==> config.mk <==
export PLATFORM = sky130hd
export DESIGN_NAME = trax_move_tx
export DESIGN_NICKNAME = d
export VERILOG_FILES = /design/src/rtl/trax_pkg.sv /design/src/rtl/trax_move_tx_uart.sv /design/src/rtl/trax_move_tx.sv
export SDC_FILE = /design/constraint.sdc
export NUM_CORES = 1
export LEC_CHECK = 0
export CORE_ASPECT_RATIO = 0.9
export CORE_MARGIN = 2
export CORE_UTILIZATION = 41
export CTS_CLUSTER_DIAMETER = 120
export DETAILED_ROUTE_END_ITERATION = 16
export HOLD_SLACK_MARGIN = 0.15
export RECOVER_POWER = 50
export SETUP_SLACK_MARGIN = 0.2
export SLEW_MARGIN = 40
export SYNTH_ARGS = -nofsm -noshare
export SYNTH_HDL_FRONTEND = slang
export SYNTH_SLANG_ARGS = --single-unit
==> constraint.sdc <==
create_clock -name clk -period 6 [get_ports clk]
set_clock_uncertainty 0.2 [all_clocks]
set_input_delay 1.5 -clock clk [delete_from_list [all_inputs] [get_ports clk]]
set_output_delay 1.5 -clock clk [all_outputs]
set_load 0.005 [all_outputs]
==> src/rtl/trax_pkg.sv <==
// trax_pkg: shared Trax move-word layout, tile codes and ASCII constants
// used by the move transmitter, the receive path and the game engine.
package trax_pkg;
    typedef enum logic [1:0] {
        TILE_EMPTY  = 2'b00,
        TILE_PLUS   = 2'b01,
        TILE_SLASH  = 2'b10,
        TILE_BSLASH = 2'b11
    } tile_t;

    typedef enum logic [1:0] {S_IDLE, S_CHECK, S_BCD, S_SEND} tx_state_t;

    localparam int MAX_ROW      = 20;
    localparam int MAX_COL      = 20;
    localparam int MOVE_W       = 22;
    localparam int TILE_LSB     = 20;
    localparam int COL_LSB      = 10;
    localparam int ROW_LSB      = 0;
    localparam int FIELD_W      = 10;
    localparam int MAX_COL_CHAR = 26;
    localparam int DD_STEPS     = 10;

    localparam logic [7:0] ASCII_AT     = 8'h40;
    localparam logic [7:0] ASCII_ZERO   = 8'h30;
    localparam logic [7:0] ASCII_PLUS   = 8'h2B;
    localparam logic [7:0] ASCII_SLASH  = 8'h2F;
    localparam logic [7:0] ASCII_BSLASH = 8'h5C;
    localparam logic [7:0] ASCII_LF     = 8'h0A;

    function automatic logic [7:0] tile_char(input logic [1:0] t);
        return t == TILE_PLUS ? ASCII_PLUS : t == TILE_SLASH ? ASCII_SLASH : ASCII_BSLASH;
    endfunction

    // Double-dabble correction: every BCD nibble of 5 or more gets +3 before the shift.
    function automatic logic [15:0] bcd_adjust(input logic [15:0] b);
        logic [15:0] r;
        r = b;
        for (int i = 0; i < 4; i++)
            r[4*i +: 4] = b[4*i +: 4] >= 4'd5 ? b[4*i +: 4] + 4'd3 : b[4*i +: 4];
        return r;
    endfunction
endpackage

==> src/rtl/trax_move_tx_uart.sv <==
// uart_tx_byte: 8N1 byte serializer with load/ready handshake; ready is also
// high on the last cycle of a stop bit so bytes can be chained with no gap.
module uart_tx_byte #(
    parameter int CLKS_PER_BIT = 434
) (
    input  logic       clk,
    input  logic       rst_n,
    input  logic       i_load,
    input  logic [7:0] i_byte,
    output logic       o_ready,
    output logic       o_tx
);
    localparam int BW = $clog2(CLKS_PER_BIT);
    localparam logic [BW-1:0] LAST = BW'(CLKS_PER_BIT - 1);

    logic          r_active;
    logic [BW-1:0] r_baud;
    logic [3:0]    r_bit;
    logic [7:0]    r_shift;
    logic          r_tx;
    logic          w_end;

    assign w_end   = r_baud == LAST;
    assign o_ready = !r_active || (r_bit == 4'd9 && w_end);
    assign o_tx    = r_tx;

    always_ff @(posedge clk or negedge rst_n) begin
        if (!rst_n) begin
            r_active <= 1'b0;
            r_baud   <= '0;
            r_bit    <= '0;
            r_shift  <= '0;
            r_tx     <= 1'b1;
        end else if (i_load && o_ready) begin
            r_active <= 1'b1;
            r_baud   <= '0;
            r_bit    <= '0;
            r_shift  <= i_byte;
            r_tx     <= 1'b0;
        end else if (r_active) begin
            if (w_end) begin
                r_baud <= '0;
                if (r_bit == 4'd9) begin
                    r_active <= 1'b0;
                    r_tx     <= 1'b1;
                end else begin
                    r_bit   <= r_bit + 4'd1;
                    r_tx    <= r_bit == 4'd8 ? 1'b1 : r_shift[0];
                    r_shift <= r_shift >> 1;
                end
            end else begin
                r_baud <= r_baud + BW'(1);
            end
        end
    end
endmodule

==> src/rtl/trax_move_tx.sv <==
// trax_move_tx: validates a 22-bit Trax move, converts the row to decimal and
// sends "<col><row digits><tile>\n" over an 8N1 UART line.
module trax_move_tx
    import trax_pkg::*;
#(
    parameter int CLKS_PER_BIT = 434
) (
    input  logic        clk,
    input  logic        reset,
    input  logic        start_transmit,
    input  logic [21:0] move_in,
    output logic        busy,
    output logic        done,
    output logic        err,
    output logic        tx
);
    tx_state_t   r_state, w_next;
    logic [21:0] r_move;
    logic [15:0] r_bcd, w_adj;
    logic [9:0]  r_bin;
    logic [3:0]  r_cnt;
    logic [2:0]  r_idx, w_ndig, w_nbytes;
    logic [1:0]  w_lead, w_dsel, w_tile;
    logic [9:0]  w_col;
    logic [3:0]  w_digit;
    logic [7:0]  w_byte;
    logic        w_valid, w_load, w_fin, w_ready, w_accept;
    logic        r_done, r_err;

    assign w_tile   = r_move[TILE_LSB +: 2];
    assign w_col    = r_move[COL_LSB +: FIELD_W];
    assign w_valid  = w_tile != TILE_EMPTY && w_col <= 10'(MAX_COL_CHAR);
    assign w_accept = r_state == S_IDLE && start_transmit && !r_done;
    assign w_adj    = bcd_adjust(r_bcd);

    // Leading digit: first nonzero nibble from the top; units if the row is 0.
    assign w_lead   = |r_bcd[15:12] ? 2'd3 : |r_bcd[11:8] ? 2'd2 : |r_bcd[7:4] ? 2'd1 : 2'd0;
    assign w_ndig   = {1'b0, w_lead} + 3'd1;
    assign w_nbytes = w_ndig + 3'd3;
    assign w_dsel   = w_lead + 2'd1 - r_idx[1:0];
    assign w_digit  = r_bcd[{w_dsel, 2'b00} +: 4];
    assign w_byte   = r_idx == 3'd0             ? ASCII_AT + {3'b000, w_col[4:0]} :
                      r_idx == w_ndig + 3'd1    ? tile_char(w_tile) :
                      r_idx == w_ndig + 3'd2    ? ASCII_LF :
                                                  ASCII_ZERO + {4'b0000, w_digit};

    // busy also covers the done cycle so a request coinciding with done is ignored.
    assign busy = r_state != S_IDLE || r_done;
    assign done = r_done;
    assign err  = r_err;

    always_ff @(posedge clk or negedge reset) begin
        if (!reset) r_state <= S_IDLE;
        else        r_state <= w_next;
    end

    always_comb begin
        w_next = r_state;
        w_load = 1'b0;
        w_fin  = 1'b0;
        case (r_state)
            S_IDLE:  w_next = w_accept ? S_CHECK : S_IDLE;
            S_CHECK: w_next = w_valid ? S_BCD : S_IDLE;
            S_BCD:   w_next = r_cnt == 4'(DD_STEPS - 1) ? S_SEND : S_BCD;
            S_SEND: begin
                w_fin  = w_ready && r_idx == w_nbytes;
                w_load = w_ready && r_idx != w_nbytes;
                w_next = w_fin ? S_IDLE : S_SEND;
            end
            default: w_next = S_IDLE;
        endcase
    end

    always_ff @(posedge clk or negedge reset) begin
        if (!reset) begin
            r_move <= '0;
            r_bcd  <= '0;
            r_bin  <= '0;
            r_cnt  <= '0;
            r_idx  <= '0;
            r_done <= 1'b0;
            r_err  <= 1'b0;
        end else begin
            r_done <= w_fin;
            r_err  <= r_state == S_CHECK && !w_valid;
            if (w_accept) r_move <= move_in;
            if (r_state == S_CHECK) begin
                r_bcd <= '0;
                r_bin <= r_move[ROW_LSB +: FIELD_W];
                r_cnt <= '0;
                r_idx <= '0;
            end
            if (r_state == S_BCD) begin
                r_bcd <= 16'({w_adj, r_bin[9]});
                r_bin <= r_bin << 1;
                r_cnt <= r_cnt + 4'd1;
            end
            if (w_load) r_idx <= r_idx + 3'd1;
        end
    end

    uart_tx_byte #(.CLKS_PER_BIT(CLKS_PER_BIT)) u_uart (
        .clk     (clk),
        .rst_n   (reset),
        .i_load  (w_load),
        .i_byte  (w_byte),
        .o_ready (w_ready),
        .o_tx    (tx)
    );
endmodule

Word level (Yosys, flattened, before mapping) --
Cells that the tools add are included. Widths: inputs -> output; s select.
Operators by class: bitwise operators 0, add/sub/neg operators 16, $mul 0, shift-type cells 1, div/mod/pow operators 0, multiplexer cells 47, $lt $le $gt $ge 5, reductions and logical operators 26, equality and inequality tests 14
Operators by type and width (count):
- $mux 8 | 5
- $mux 4 | 9
- $mux 16 | 2
- $mux 7 | 4
- $mux 9 | 3
- $mux 10 | 2
- $ge 4x3->1 const B | 4
- $shiftx 16x5->4 | 1
- $mux 1 | 14
- $add 4x2->4 const B | 3
- $eq 4x4->1 const B | 3
- $reduce_bool 2->1 | 6
- $reduce_or 4->1 | 3
- $le 10x5->1 const B | 1
- $add 3x2->3 const B | 3
- $add 9x1->9 const B | 1
- $eq 3x3->1 | 3
- $eq 9x9->1 const B | 1
- $mux 3 | 3
- $add 4x1->4 const B | 2
- $add 7x5->8 const A | 1
- $logic_and 1x1->1 | 8
- $mux 2 | 4
- $pmux 2 s4 | 1
- other kinds (15) | 22
Storage, ports and cells: bits in writable memories 0, register bits 82, output and inout port bits 4, ROM bits 0, memories kept 0, logic and storage cells 122, bits in latches 0, bits of input ports 25

Longest topological paths before layout --
depth after elaboration 12, depth in mapped cells 13, depth with buffers taken out 11

Modules after synthesis --
A second synthesis with hierarchy kept.
Second synthesis, totals: cells, all modules 429, area, all modules 4550.6 µm²
Modules (own cells, without submodules):
- trax_move_tx | times used 1, seq. area each 1476.4 µm², area each 3334.4 µm², cells each 311
- uart_tx_byte | times used 1, seq. area each 576.8 µm², area each 1216.2 µm², cells each 118

Least setup slack after synthesis --
OpenSTA, ideal clock, no wires.
path type reg-to-reg, from register r_bcd[8], to register u_uart.r_baud[8], data arrival time 3.027 ns, cell stages (with the launch flop) 14, period minus slack after synthesis 3.359 ns, required time 5.667 ns, slack 2.641 ns, path through dfrtp_1 > inv_1 > ha_1 > or3b_1 > buf_6 > o21ai_0 > ha_1 > clkbuf_1 > nand2_1 > a2111oi_0 > or3_1 > nor3_1 > xnor2_1 > nor2_1
On the way: cells in the longest elaborated chain, start to end 10, elaborated cells between the ends (all ways) 11, classes of those cells add/sub: 2; eq/ne: 1; mux: 4; reduce/logical: 4
Ends and longest elaborated chain:
- start, declared | line trax_move_tx.sv:19 | logic [15:0] r_bcd, w_adj;
- start signal, assigned | line trax_move_tx.sv:94 | r_bcd <= 16'({w_adj, r_bin[9]});
- $reduce_or 4->1 (*) | line trax_move_tx.sv:37 | assign w_lead = |r_bcd[15:12] ? 2'd3 : |r_bcd[11:8] ? 2'd2 : |r_bcd[7:4] ? 2'd1 : 2'd0;
- $mux 2 (*) (2 in a row) | line trax_move_tx.sv:37
- $add 2x1->3 (*) | line trax_move_tx.sv:38 | assign w_ndig = {1'b0, w_lead} + 3'd1;
- $add 3x2->3 (*) | line trax_move_tx.sv:39 | assign w_nbytes = w_ndig + 3'd3;
- $ne 3x3->1 (*) | line trax_move_tx.sv:67 | w_load = w_ready && r_idx != w_nbytes;
- $logic_and 1x1->1 (*) | line trax_move_tx.sv:67
- $mux 1 (*) | line trax_move_tx.sv:61 | case (r_state)
- $logic_and 1x1->1 (*) | line trax_move_tx_uart.sv:34 | end else if (i_load && o_ready) begin
- $mux 9 / $reduce_bool 2->1 (equally long branches)
- end signal, assigned | line trax_move_tx_uart.sv:52 | r_baud <= r_baud + BW'(1);
- end, declared | line trax_move_tx_uart.sv:17 | logic [BW-1:0] r_baud;
Mark *: on every way between the ends. The rest lies on a longest branch, timed or not. A chain may end at the register's enable or synchronous reset.

Worst setup path after layout --
Ends and elaborated chain as after synthesis.

==> run_summary.xml <==
<?xml version="1.0" encoding="UTF-8"?>
<metrics>
  <group name="run_status">
    <metric name="status" unit="">finished clean</metric>
  </group>
  <group name="clock_network">
    <metric name="root_buffer" unit="">sky130_fd_sc_hd__clkbuf_16</metric>
    <metric name="cts_tree" unit="">done</metric>
    <metric name="clockBufferDepth" unit="">2</metric>
    <metric name="clk_pin_slew" unit="ns">0.07</metric>
    <metric name="htree_num_levels" unit="">3</metric>
    <metric name="clkSinkCount" unit="">81</metric>
    <metric name="cts_inserted_buffers" unit="">9</metric>
    <metric name="cts_repair_resize_count" unit="">0</metric>
    <metric name="cts.hold.buffers_added" unit="">0</metric>
    <metric name="worstSkewPairLatency" unit="ns">0.34</metric>
    <metric name="cts.repair_timing.setup_buffer_count" unit="">0</metric>
  </group>
  <group name="timing">
    <metric name="fin_tns_setup" unit="ns">0</metric>
    <metric name="fmax" unit="MHz">269.2</metric>
    <metric name="drv_slew" unit="">0</metric>
    <metric name="slew_headroom" unit="">0.4539</metric>
    <metric name="grt_setup_unrepaired" unit="">no</metric>
    <metric name="max_slew.worst_pin.slew" unit="ns">0.8191</metric>
    <metric name="setup_viol_count_final" unit="">0</metric>
    <metric name="final_critical_path_setup_slack" unit="ns">2.286</metric>
    <metric name="final_hold_viol_count" unit="">0</metric>
    <metric name="final_min_period" unit="ns">3.715</metric>
    <metric name="part_of_the_cycle_the_worst_path_needs" unit="">0.6191</metric>
  </group>
  <group name="floorplanning">
    <metric name="die_w" unit="microns">115.2</metric>
    <metric name="design.die.area" unit="sq um">11990</metric>
    <metric name="io-pin-count" unit="">29</metric>
    <metric name="std_cell_rows" unit="">36</metric>
    <metric name="fp.dieH" unit="microns">104.1</metric>
    <metric name="coreArea" unit="sq um">10860</metric>
    <metric name="initial_utilization" unit="">0.4204</metric>
  </group>
  <group name="critical_path">
    <metric name="cp_slowest_stage_delay" unit="ns">0.50</metric>
    <metric name="critical_path.max_fanout" unit="">8</metric>
    <metric name="rr_startpoint" unit="">r_bcd[8]</metric>
    <metric name="critPathCaptureType" unit="">register</metric>
    <metric name="endpoint" unit="">u_uart.r_baud[8]</metric>
    <metric name="timing.reg2reg.worst_path_depth" unit="">11</metric>
    <metric name="slowest_stage" unit="">sky130_fd_sc_hd__or3b_1</metric>
    <metric name="critPathRequiredTime" unit="ns">6.00</metric>
    <metric name="path_cells" unit="">inv_1 &gt; ha_1 &gt; or3b_1 &gt; o21ai_0 &gt; ha_1 &gt; nand2_1 &gt; a2111oi_0 &gt; or3_1 &gt; nor3_1 &gt; xnor2_1 &gt; nor2_1</metric>
    <metric name="critical_path_class" unit="">reg2reg</metric>
    <metric name="crit_path_start" unit="">r_bcd[8]</metric>
    <metric name="cp-start-kind" unit="">register</metric>
    <metric name="critPathMostFrequentCell" unit="">sky130_fd_sc_hd__ha_1</metric>
    <metric name="setup.reg_to_reg.worst_slack" unit="ns">2.29</metric>
    <metric name="cp_data_arrival_time" unit="ns">3.72</metric>
    <metric name="r2r_end" unit="">u_uart.r_baud[8]</metric>
  </group>
  <group name="grt">
    <metric name="antenna_found_initial" unit="">0</metric>
    <metric name="globalRouteTotalUtil" unit="">0.1722</metric>
    <metric name="grt_pass1_vias" unit="">3410</metric>
    <metric name="grt_start_max_net_pins" unit="">82</metric>
    <metric name="wire_length_of_the_first_global_routing_pass" unit="mm">16.63</metric>
    <metric name="gr-total-overflow" unit="">0</metric>
  </group>
  <group name="yosys">
    <metric name="synth_fp_nets" unit="">495</metric>
    <metric name="mappedNetlistArea" unit="sq um">4563</metric>
    <metric name="async_reset_ff_frac" unit="">1.000</metric>
    <metric name="synth_enable_flop_cells" unit="">0</metric>
    <metric name="netlist_instances" unit="">442</metric>
    <metric name="synth_top_flop_cell" unit="">sky130_fd_sc_hd__dfrtp_1</metric>
    <metric name="synthesis.area_per_instance" unit="sq um">10.32</metric>
    <metric name="ys_seq_area_frac" unit="">0.4445</metric>
    <metric name="ys_ff_latch" unit="">81</metric>
    <metric name="synth_cell_types" unit="">65</metric>
    <metric name="yosys_warnings" unit="">0</metric>
  </group>
  <group name="finish">
    <metric name="syn_to_final_growth" unit="%">15.68</metric>
    <metric name="antennaDiodeCount" unit="">0</metric>
    <metric name="utilization_of_the_core_after_routing" unit="">0.4863</metric>
    <metric name="nNetsFinal" unit="">514</metric>
    <metric name="final_layout_size_suffix_gt1_frac" unit="">0.1159</metric>
  </group>
  <group name="drt">
    <metric name="routed-wl-met3" unit="microns">335</metric>
    <metric name="viasPerCell" unit="">5.337</metric>
    <metric name="wl_per_cell" unit="microns">15.38</metric>
    <metric name="met1_length" unit="mm">4.706</metric>
    <metric name="detailedRoute.firstPassIterationCount" unit="">4</metric>
    <metric name="total_number_of_vias" unit="">3298</metric>
    <metric name="first_iter_violations" unit="">257</metric>
    <metric name="detailroute.wirelength.met2" unit="mm">4.315</metric>
    <metric name="dr.max_layer_used" unit="">met4</metric>
    <metric name="drcViolationCount" unit="">0</metric>
    <metric name="drtAntennaViolNets" unit="">0</metric>
    <metric name="routed_wl" unit="mm">9.503</metric>
  </group>
  <group name="placement">
    <metric name="port_buffers" unit="">28</metric>
    <metric name="place_worst_setup_slack" unit="ns">2.307</metric>
    <metric name="gpl.final_weighted_congestion" unit="">0.8080</metric>
    <metric name="dp.final_hpwl" unit="mm">6.586</metric>
  </group>
  <group name="run">
    <metric name="drv_cap" unit="">0</metric>
  </group>
  <group name="pwr">
    <metric name="worst_ir_drop_on_vdd" unit="V">0.0001394</metric>
    <metric name="powerDensity" unit="nW/um^2">343.8</metric>
    <metric name="static-leakage-power" unit="nW">2.205</metric>
  </group>
  <group name="min_path">
    <metric name="hold_path.class" unit="">reg2reg</metric>
  </group>
</metrics>
-- synth_stat cells (6+ instances only) --
master / n / share of area
sky130_fd_sc_hd__dfrtp_1: 80 / 0.44
sky130_fd_sc_hd__nor2_1: 35 / 0.029
sky130_fd_sc_hd__inv_1: 32 / 0.026
sky130_fd_sc_hd__ha_1: 28 / 0.077
sky130_fd_sc_hd__a21oi_1: 27 / 0.030
sky130_fd_sc_hd__mux2_2: 22 / 0.054
sky130_fd_sc_hd__nand2_1: 19 / 0.016
sky130_fd_sc_hd__o21ai_0: 19 / 0.021
sky130_fd_sc_hd__clkbuf_1: 17 / 0.014
sky130_fd_sc_hd__mux2i_1: 14 / 0.031
sky130_fd_sc_hd__xnor2_1: 13 / 0.025
sky130_fd_sc_hd__o22ai_1: 11 / 0.015
sky130_fd_sc_hd__o31ai_1: 10 / 0.016
sky130_fd_sc_hd__nand3_1: 9 / 0.0099
sky130_fd_sc_hd__a22o_1: 8 / 0.015
sky130_fd_sc_hd__nand2b_1: 7 / 0.0096
sky130_fd_sc_hd__nor3b_1: 7 / 0.012
sky130_fd_sc_hd__nand3b_1: 6 / 0.0099
-- cell families (layout without fill, tap and decap cells) --
kind of cell	after synthesis	in the layout	synth area share
AOI/OAI and AO/OA	112	112	0.1722
xor gates and xnor gates	18	18	0.03619
adders and majority gates	28	28	0.07678
buffers and inverters	55	79	0.04744
DFF	81	81	0.4445
muxes	39	39	0.09734
and+or+nand+nor	109	109	0.1256
-- how the worst min path moves through the flow --
stage | start | to | slack [ns] | cells after the start
after global routing | u_uart.o_tx | u_uart.o_tx | 0.28 | 2
final | u_uart.o_tx | u_uart.o_tx | 0.26 | 2
after CTS | u_uart.o_tx | u_uart.o_tx | 0.27 | 2
after floorplan | u_uart.o_tx | u_uart.o_tx | 0.25 | 2
after detailed placement | u_uart.o_tx | u_uart.o_tx | 0.26 | 2
after global placement | u_uart.o_tx | u_uart.o_tx | 0.26 | 2
-- power by group --
group / switching [W] / internal [W] / total, W
sequential: 0.000104 / 0.000687 / 0.000791
combinational: 0.000216 / 0.000225 / 0.000440
clock: 0.000244 / 0.000339 / 0.000584
-- registers in the layout, indices dropped and copies added, names as in the netlist --
name,count
r_bin,10
u_uart.r_shift,7
u_uart.r_active,1
r_idx,3
err,1
u_uart.r_baud,9
u_uart.r_bit,4
u_uart.o_tx,1
r_move,22
r_cnt,4
done,1
r_bcd,16
r_state,2
-- routing by layer --
layer / vias up / GRT usage
met2: 50 / 0.2622
met5: - / 0
met4: 0 / 0.05422
met3: 13 / 0.03089
li1: 1616 / -
met1: 1619 / 0.2481
-- layout by cell type, fill, tap and decap left out, types with 8 or more instances in the layout --
cell,netlist,routed
sky130_fd_sc_hd__nand3_1,9,9
sky130_fd_sc_hd__mux2_2,22,22
sky130_fd_sc_hd__clkdlybuf4s50_1,0,27
sky130_fd_sc_hd__a21oi_1,27,27
sky130_fd_sc_hd__o22ai_1,11,11
sky130_fd_sc_hd__clkbuf_16,0,9
sky130_fd_sc_hd__nand2_1,19,19
sky130_fd_sc_hd__a22o_1,8,8
sky130_fd_sc_hd__ha_1,28,28
sky130_fd_sc_hd__dfrtp_1,80,80
sky130_fd_sc_hd__nor2_1,35,35
sky130_fd_sc_hd__mux2i_1,14,14
sky130_fd_sc_hd__o31ai_1,10,10
sky130_fd_sc_hd__inv_1,32,32
sky130_fd_sc_hd__o21ai_0,19,19
sky130_fd_sc_hd__xnor2_1,13,13
-- stage by stage --
stage,cell area [sq um],hold WS (ns),total power [W],std cells
after global placement,4942,0.2591,0.001222,600
after floorplan,4563,0.2536,0.001104,442
after CTS,5276,0.2678,0.001832,618
after detailed placement,4965,0.2592,0.001246,602
final,5279,0.2640,0.001815,618
after global routing,5279,0.2796,0.001930,618
-- final cells by class --
| class | count | area (sq um) |
|---|---|---|
| Clock buffer | 10 | 239.0 |
| Clock inverter | 6 | 72.57 |
| Fill cell | 1000 | 5577 |
| Inverter | 32 | 120.1 |
| Multi-Input combinational cell | 306 | 2318 |
| Sequential cell | 81 | 2028 |
| Tap cell | 152 | 190.2 |
| Timing Repair Buffer | 31 | 310.3 |
-- worst max-delay path: cells and delay by family, from the launching register on --
kind	cells	cell delay, ns
xor gates and xnor gates	1	0.15
DFF	1	0.40
and+or+nand+nor	5	1.63
buffers and inverters	1	0.14
AOI/OAI and AO/OA	2	0.41
adders and majority gates	2	0.63
No activity file was read; power rests on OpenSTA's default activity.
